<file path="src/rtl/instr_encoder.sv">
// Encodes ALU operation requests into MIPS R/I-type words and streams them,
// through a small FIFO, into sequential instruction memory addresses.
module instr_encoder #(
    parameter int          ADDR_W     = 8,
    parameter int unsigned BASE_ADDR  = 0,
    parameter int          FIFO_DEPTH = 4
) (
    input  logic              clk,
    input  logic              rst_n,
    input  logic              clr,

    input  logic              req_valid,
    output logic              req_ready,
    input  logic [3:0]        req_alu,
    input  logic              req_imm,
    input  logic [4:0]        req_rd,
    input  logic [4:0]        req_rs,
    input  logic [4:0]        req_rt,
    input  logic [15:0]       req_imm16,

    input  logic              im_ready,
    output logic              im_we,
    output logic [ADDR_W-1:0] im_addr,
    output logic [31:0]       im_wdata,

    output logic              err,
    output logic [7:0]        err_cnt,
    output logic              mem_full
);

    // alu_* operation codes shared with the decoder (mips_para.v)
    localparam logic [3:0] ALU_ADD  = 4'd0;
    localparam logic [3:0] ALU_SUB  = 4'd1;
    localparam logic [3:0] ALU_AND  = 4'd2;
    localparam logic [3:0] ALU_OR   = 4'd3;
    localparam logic [3:0] ALU_XOR  = 4'd4;
    localparam logic [3:0] ALU_SLT  = 4'd5;
    localparam logic [3:0] ALU_SLTU = 4'd6;

    localparam int              PTR_W     = $clog2(FIFO_DEPTH);
    localparam logic [PTR_W:0]  DEPTH_CNT = (PTR_W + 1)'(FIFO_DEPTH);
    localparam logic [ADDR_W-1:0] BASE    = ADDR_W'(BASE_ADDR);
    localparam logic [ADDR_W-1:0] LAST    = {ADDR_W{1'b1}};

    logic [5:0]  funct;
    logic [5:0]  opcode;
    logic        r_ok;
    logic        i_ok;
    logic        enc_legal;
    logic [31:0] enc_word;

    logic [31:0]       fifo_mem [FIFO_DEPTH];
    logic [PTR_W-1:0]  wr_ptr_reg;
    logic [PTR_W-1:0]  rd_ptr_reg;
    logic [PTR_W:0]    count_reg;
    logic [ADDR_W-1:0] addr_reg;
    logic              mem_full_reg;
    logic              err_reg;
    logic [7:0]        err_cnt_reg;

    logic accept;
    logic push;
    logic pop;
    logic reject;
    logic empty;

    // Instruction encoding: r_ok/i_ok mark which forms exist for the operation
    always_comb begin
        funct  = 6'h00;
        opcode = 6'h00;
        r_ok   = 1'b0;
        i_ok   = 1'b0;
        case (req_alu)
            ALU_ADD:  begin funct = 6'h20; opcode = 6'h08; r_ok = 1'b1; i_ok = 1'b1; end
            ALU_SUB:  begin funct = 6'h22;                 r_ok = 1'b1;             end
            ALU_AND:  begin funct = 6'h24; opcode = 6'h0C; r_ok = 1'b1; i_ok = 1'b1; end
            ALU_OR:   begin funct = 6'h25; opcode = 6'h0D; r_ok = 1'b1; i_ok = 1'b1; end
            ALU_XOR:  begin funct = 6'h26; opcode = 6'h0E; r_ok = 1'b1; i_ok = 1'b1; end
            ALU_SLT:  begin funct = 6'h2A; opcode = 6'h0A; r_ok = 1'b1; i_ok = 1'b1; end
            ALU_SLTU: begin funct = 6'h2B;                 r_ok = 1'b1;             end
            default:  ;
        endcase
        enc_legal = req_imm ? i_ok : r_ok;
        // I-type places the destination in the rt field
        enc_word  = req_imm ? {opcode, req_rs, req_rd, req_imm16}
                            : {6'h00, req_rs, req_rt, req_rd, 5'h00, funct};
    end

    assign empty     = (count_reg == '0);
    assign req_ready = (count_reg != DEPTH_CNT);
    assign accept    = req_valid && req_ready;
    assign push      = accept && enc_legal && !clr;
    assign reject    = accept && !enc_legal;
    assign im_we     = !empty && im_ready && !mem_full_reg;
    assign pop       = im_we && !clr;

    assign im_addr   = addr_reg;
    assign im_wdata  = empty ? 32'h0 : fifo_mem[rd_ptr_reg];
    assign err       = err_reg;
    assign err_cnt   = err_cnt_reg;
    assign mem_full  = mem_full_reg;

    // Storage carries no reset; stale entries are never visible past count_reg
    always_ff @(posedge clk) begin
        if (push) begin
            fifo_mem[wr_ptr_reg] <= enc_word;
        end
    end

    always_ff @(posedge clk or negedge rst_n) begin
        if (!rst_n) begin
            wr_ptr_reg   <= '0;
            rd_ptr_reg   <= '0;
            count_reg    <= '0;
            addr_reg     <= BASE;
            mem_full_reg <= 1'b0;
            err_reg      <= 1'b0;
            err_cnt_reg  <= 8'h00;
        end else if (clr) begin
            wr_ptr_reg   <= '0;
            rd_ptr_reg   <= '0;
            count_reg    <= '0;
            addr_reg     <= BASE;
            mem_full_reg <= 1'b0;
            err_reg      <= 1'b0;
            err_cnt_reg  <= 8'h00;
        end else begin
            if (push) begin
                wr_ptr_reg <= wr_ptr_reg + PTR_W'(1);
            end
            if (pop) begin
                rd_ptr_reg <= rd_ptr_reg + PTR_W'(1);
            end
            case ({push, pop})
                2'b10:   count_reg <= count_reg + (PTR_W + 1)'(1);
                2'b01:   count_reg <= count_reg - (PTR_W + 1)'(1);
                default: ;
            endcase
            // The last address is written once; the counter then parks there
            if (pop) begin
                if (addr_reg == LAST) begin
                    mem_full_reg <= 1'b1;
                end else begin
                    addr_reg <= addr_reg + ADDR_W'(1);
                end
            end
            err_reg <= reject;
            if (reject && err_cnt_reg != 8'hFF) begin
                err_cnt_reg <= err_cnt_reg + 8'h01;
            end
        end
    end

endmodule

</file>
<file path="config.mk">
export PLATFORM = sky130hd
export DESIGN_NAME = instr_encoder
export DESIGN_NICKNAME = d
export VERILOG_FILES = /design/src/rtl/instr_encoder.sv
export SDC_FILE = /design/constraint.sdc
export NUM_CORES = 1
export LEC_CHECK = 0
export ABC_AREA = 1
export CAP_MARGIN = 15
export CELL_PAD_IN_SITES_DETAIL_PLACEMENT = 2
export CELL_PAD_IN_SITES_GLOBAL_PLACEMENT = 2
export CORE_MARGIN = 1
export CORE_UTILIZATION = 25
export DETAILED_ROUTE_END_ITERATION = 12
export PLACE_DENSITY_LB_ADDON = 0.2
export REMOVE_ABC_BUFFERS = 1
export SYNTH_ARGS = -nofsm -noshare
export SYNTH_HDL_FRONTEND = slang
export SYNTH_SLANG_ARGS = --single-unit
export TNS_END_PERCENT = 30
</file>
<file path="constraint.sdc">
create_clock -name clk -period 6.5 [get_ports clk]
set_input_delay 1.3 -clock clk [delete_from_list [all_inputs] [get_ports clk]]
set_output_delay 1.3 -clock clk [all_outputs]
set_load 0.01 [all_outputs]
</file>
; Word-level counts from Yosys, hierarchy flattened
; Memories as Yosys holds them, arrays and structs flattened.
; Index checks and enable logic that the tools add are counted.
[word_totals]
mem_bits_ro = 0
latch_bits = 0
regBits = 25
ramBits = 128
out_inout_bits = 52
elab_cells = 73
input_bits = 41
memories = 1
[memory_table]
columns = name, words, word_bits, read_ports, rd_clocked_by_memory_dff, write_ports, line_no
row1 = fifo_mem, 4, 32, 1, 0, 1, 52  ; logic [31:0] fifo_mem [FIFO_DEPTH];
[op_classes]
order_cmp = 0
n_mul = 0
n_div = 0
eq_ne = 12
shift = 0
bitwise_logic = 0
reduce_logical = 23
n_addsub = 6
muxes = 24
[ops]
columns = operator, count
row1 = two-way mux 32 bit, 2
row2 = case mux 6 bit (7 select lines), 1
row3 = two-way mux 8 bit, 5
row4 = case mux 4 bit (5 select lines), 1
row5 = "adder 8 x 1 -> 8 bit, second input constant", 2
row6 = "== test 4 x 3 -> 1 bit, second input constant", 3
row7 = two-way mux 1 bit, 9
row8 = "== test 4 x 2 -> 1 bit, second input constant", 2
row9 = "== test 8 bit, second input constant", 1
row10 = logical AND 1 bit, 8
row11 = two-way mux 2 bit, 4
row12 = "inequality test 8 bit, second input constant", 1
row13 = nonzero test 2 bit, 4
row14 = OR reduction 7 bit, 1
row15 = case mux 3 bit (2 select lines), 1
row16 = OR reduction 5 bit, 1
row17 = "adder 2 x 1 -> 2 bit, second input constant", 2
row18 = "== test 4 x 1 -> 1 bit, second input constant", 1
row19 = logical NOT 1 bit, 4
row20 = logical NOT 4 bit, 1
row21 = AND reduction 2 bit, 2
row22 = "adder 3 x 1 -> 3 bit, second input constant", 1
row23 = logical NOT 3 bit, 1
row24 = two-way mux 3 bit, 1
row25 = 6 further kinds, 6

; Depth between registers and ports, before layout
[depth]
ltp_word = 9
ltp_mapped = 15
mapped_depth_nobuf = 15

; Worst setup path after synthesis
; OpenSTA, ideal clock, no wires.
[synth_path]
path_type = input -> register
start = input port req_alu[1]
end = memory fifo_mem[0][0], enable pin
path_stages = 7
t_required_ns = 6.083
n_path_buf = 0
arrival_ns = 3.192
setup_slack_ns = 2.891
path_cell_list = inv_1 > nand3_2 > nand2_2 > nand2_2 > nand2_4 > nand3_1 > nor2_1
[synth_via]
elab_chain_len = 8
[synth_rtl]
columns = element, line_no
row1 = "start, declared", 14  ; input logic [3:0] req_alu,
row2 = "== test 4 x 3 -> 1 bit, or another cell as far along", 73  ; case (req_alu)
row3 = OR reduction 7 bit (no line) or OR reduction 5 bit (tied branches), -
row4 = two-way mux 1 bit, 73
row5 = two-way mux 1 bit (*), 83  ; enc_legal = req_imm ? i_ok : r_ok;
row6 = logical AND 1 bit (*) (2 in series), 92  ; assign push = accept && enc_legal && !clr;
row7 = two-way mux 1 bit (*), 105  ; if (push) begin
row8 = two-way mux 1 bit (implied by the code) (*), 106  ; fifo_mem[wr_ptr_reg] <= enc_word;
row9 = "end, declared", 52
; Every way passes the cells marked *; elsewhere a longest branch is shown, timed or not.

; Worst setup path after layout
[layout_path]
start = input port clr
end = memory fifo_mem[1][25], enable pin
[layout_via]
elab_chain_len = 4
[layout_rtl]
columns = element, line_no
row1 = "start, declared", 10  ; input logic clr,
row2 = logical NOT 1 bit, 92
row3 = logical AND 1 bit, 92
row4 = two-way mux 1 bit, 105
row5 = two-way mux 1 bit (implied by the code), 106
; No other way between the ends.

==> flow_metrics.py <==
metrics = {
    "status": {
        "outcome": "finished clean",
    },
    "min_path": {
        "min-delay-path-class": "register to register",
    },
    "global_route": {
        "grt_start_max_net_pins": 62,
        "vias_in_the_first_global_route": 5514,
        "overflow": 0,
        "grt_antenna_before_repair": 0,
        "grt_first_pass_wirelength_mm": 30.1,
        "global_route.usage.total": 0.150,
    },
    "placement": {
        "buffer_ports.inserted": 90,
        "final_estimated_routing_congestion_in_global_placement": 0.777,
        "detailed_place_hpwl_mm": 11.9,
    },
    "sta": {
        "finalCritPeriodShare": 0.668,
        "tns_ps": 0,
        "hold_violations": 0,
        "worst_slew_pin_slew_ps": 1070,
        "rsz0062_at_grt": "false",
        "relSlewSlack": 0.287,
        "final_max_slew_viol_count": 0,
        "max_freq_mhz": 230,
        "final_setup_violations": 0,
        "fin_worst_skew_ps": 9.68,
        "timing.final.crit_period_ps": 4340,
    },
    "power": {
        "share_seq_of_total_power": 0.443,
        "ir_drop_mv": 0.150,
        "p_switching_uw": 650,
        "p_comb_frac": 0.153,
        "power.clock.fraction": 0.404,
        "pwr_density_cell_nw_per_um2": 282,
        "switching_part_of_the_total_power": 0.275,
        "cellInternalPower_uw": 1710,
        "cellLeakagePower_uw": 0.00314,
        "finalPower_uw": 2360,
    },
    "route": {
        "detail_route.iter0.violations": 162,
        "drc_errors": 0,
        "route.vias.total": 4771,
        "vias_per_cell": 4.54,
        "post_drt_wl_per_cell_um": 17.8,
        "detail-route-antenna-nets": 0,
        "detail_route.first_pass.iterations": 4,
        "finalWirelength_mm": 18.7,
    },
    "floorplanning": {
        "design.die.area_um2": 26900,
        "placement_row_count": 58,
        "fp.coreArea_um2": 25500,
        "initial_core_util": 0.257,
        "dieWidth_um": 164,
        "io_pins": 93,
        "die_height_um": 164,
    },
    "final_layout": {
        "regArea_um2": 4230,
        "number_of_flip_flops_in_the_largest_register": 120,
        "area.growth.synth_to_final_pct": 27.9,
        "fillCellCount": 2722,
        "drive_gt1_frac": 0.111,
        "final_net_count": 756,
        "final_common_cell": "nor2_1",
        "multi_input_area_um2": 2070,
        "mostFrequentLayoutCells": "nor2_1, edfxtp_1, clkdlybuf4s50_1",
        "antenna-diode-count": 0,
    },
    "logic_synthesis": {
        "yosys_warns": 0,
        "synth_area_um2": 6560,
        "post_synth.cell_area_avg_um2": 10.5,
        "netlist-cell-type-count": 38,
        "number_of_synthesized_register_bits": 145,
        "netlist_instances": 623,
        "yosysSeqAreaShare": 0.645,
    },
    "clocking": {
        "cts.sink_count": 145,
        "root_buffer": "clkbuf_16",
        "ctsHoldBuffers": 0,
        "clkLatencyLatePin_ps": 430,
        "cts_buffer_depth": 2,
        "h-tree-depth": 4,
        "post_cts_resize_count": 0,
        "clk_pin_slew_ps": 60,
        "tritoncts.num_buffers": 17,
        "cts_setup_buffers": 0,
        "cts_tree": "yes",
    },
    "critical_path": {
        "endpoint_kind": "register",
        "r2r_end": "fifo_mem[1][25]",
        "rr_worst_depth": 4,
        "crit_path_start_kind": "primary input",
        "worstReg2RegStart": "count_reg[0]",
        "critical_path_data_required_time_ps": 6540,
        "setup.worst_path.class": "primary input to register",
        "worstPathArrival_ps": 4380,
        "critical_path_fanouts_max": 30,
        "worst_setup_path_endpoint": "fifo_mem[1][25]",
        "setup_slack_of_the_worst_register_to_register_path_ps": 3950,
        "timing.critical_path.from": "clr",
    },
    "job": {
        "max_cap_viol_count": 0,
    },
}
==> final cells by class <==
class	instances	area share
multi-input cells	407	0.247
repair buffers	96	0.113
flip-flops and latches	145	0.504
clock buffers	17	0.0507
inverters	41	0.0186
clock inverters	15	0.0179
well taps	330	0.0492
==> synthesized netlist by cell type <==
| cell type | count | area share |
|---|---|---|
| nor2_1 | 141 | 0.081 |
| o21ai_0 | 75 | 0.057 |
| buf_1 | 1 | 0.00057 |
| o21ai_1 | 4 | 0.0031 |
| a21o_1 | 2 | 0.0023 |
| nor2_4 | 1 | 0.0017 |
| nand3_1 | 26 | 0.020 |
| or2_2 | 1 | 0.00095 |
| conb_1 | 1 | 0.00057 |
| nand4_1 | 3 | 0.0029 |
| nand2_8 | 1 | 0.0031 |
| inv_4 | 1 | 0.00095 |
| buf_4 | 3 | 0.0034 |
| fa_1 | 1 | 0.0031 |
| nor2_2 | 2 | 0.0019 |
| buf_2 | 8 | 0.0061 |
| ha_1 | 6 | 0.011 |
| edfxtp_1 | 120 | 0.55 |
| nor3_1 | 3 | 0.0023 |
| nand2_4 | 4 | 0.0069 |
| nand3_2 | 6 | 0.0092 |
| nand2_2 | 8 | 0.0076 |
| inv_1 | 33 | 0.019 |
| xor2_1 | 7 | 0.0093 |
| a21oi_1 | 35 | 0.027 |
| a21boi_2 | 1 | 0.0017 |
| nand3b_4 | 1 | 0.0031 |
| nand3_4 | 1 | 0.0027 |
| inv_2 | 7 | 0.0040 |
| o31ai_1 | 3 | 0.0034 |
| dfrtp_1 | 25 | 0.095 |
| nor2_8 | 1 | 0.0031 |
| a31oi_1 | 1 | 0.00095 |
| a21oi_2 | 1 | 0.0013 |
| xnor2_1 | 4 | 0.0053 |
| clkbuf_1 | 19 | 0.011 |
| o22ai_1 | 1 | 0.00095 |
| nand2_1 | 65 | 0.037 |
==> through the flow <==
| stage | cells | util | cell area (µm²) | worst slack [ps] | hold WS, ps |
|---|---|---|---|---|---|
| after detailed placement | 1019 | 0.307 | 7820 | 1560 | 562 |
| after global placement | 1019 | 0.307 | 7820 | 1680 | 526 |
| after global routing | 1051 | 0.329 | 8390 | 1780 | 615 |
| after floorplan | 593 | - | 6420 | 2680 | 500 |
| final | 1051 | 0.329 | 8390 | 2160 | 562 |
| after CTS | 1051 | 0.329 | 8390 | 2000 | 574 |
==> cells by family after synthesis <==
group                      after synthesis  share of synthesized area
and+or+nand+nor                        264                      0.183
xor gates and xnor gates                11                     0.0147
AOI/OAI and AO/OA                      123                     0.0977
buffers and inverters                   72                     0.0448
DFF                                    145                      0.645
adders and majority gates                7                     0.0145
other                                    1                   0.000572
==> worst max-delay path, cell delays in order <==
cell	delay, ps
clkdlybuf4s50_1	680
inv_1	840
nand3_1	560
nor2_4	970
==> worst min-delay path by stage <==
stage	start	end	slack, ps	depth (start not counted)
3_3_place_gp	mem_full	mem_full	530	2
2_1_floorplan	wr_ptr_reg[0]	wr_ptr_reg[0]	500	1
4_1_cts	wr_ptr_reg[0]	wr_ptr_reg[0]	570	1
3_5_place_dp	wr_ptr_reg[0]	wr_ptr_reg[0]	560	1
5_1_grt	wr_ptr_reg[0]	wr_ptr_reg[0]	620	1
6_report	wr_ptr_reg[0]	wr_ptr_reg[0]	560	1
==> layer usage <==
metal | wire [µm] | vias up | global-route usage
met1 | 8460 | 2393 | 0.181
met4 | 133 | 0 | 0.0354
met2 | 9500 | 83 | 0.269
li1 | - | 2285 | -
met5 | 0 | - | 0
met3 | 636 | 10 | 0.0346
==> power by group through the flow <==
stage          Clock [µW]  Combinational (µW)  Sequential, µW
2_1_floorplan           0                 161            1080
3_3_place_gp            0                 361            1060
3_5_place_dp            0                 372            1070
4_1_cts               980                 375            1050
5_1_grt              1020                 404            1050
6_report              955                 362            1050
Power figures use the tool's default switching activity.
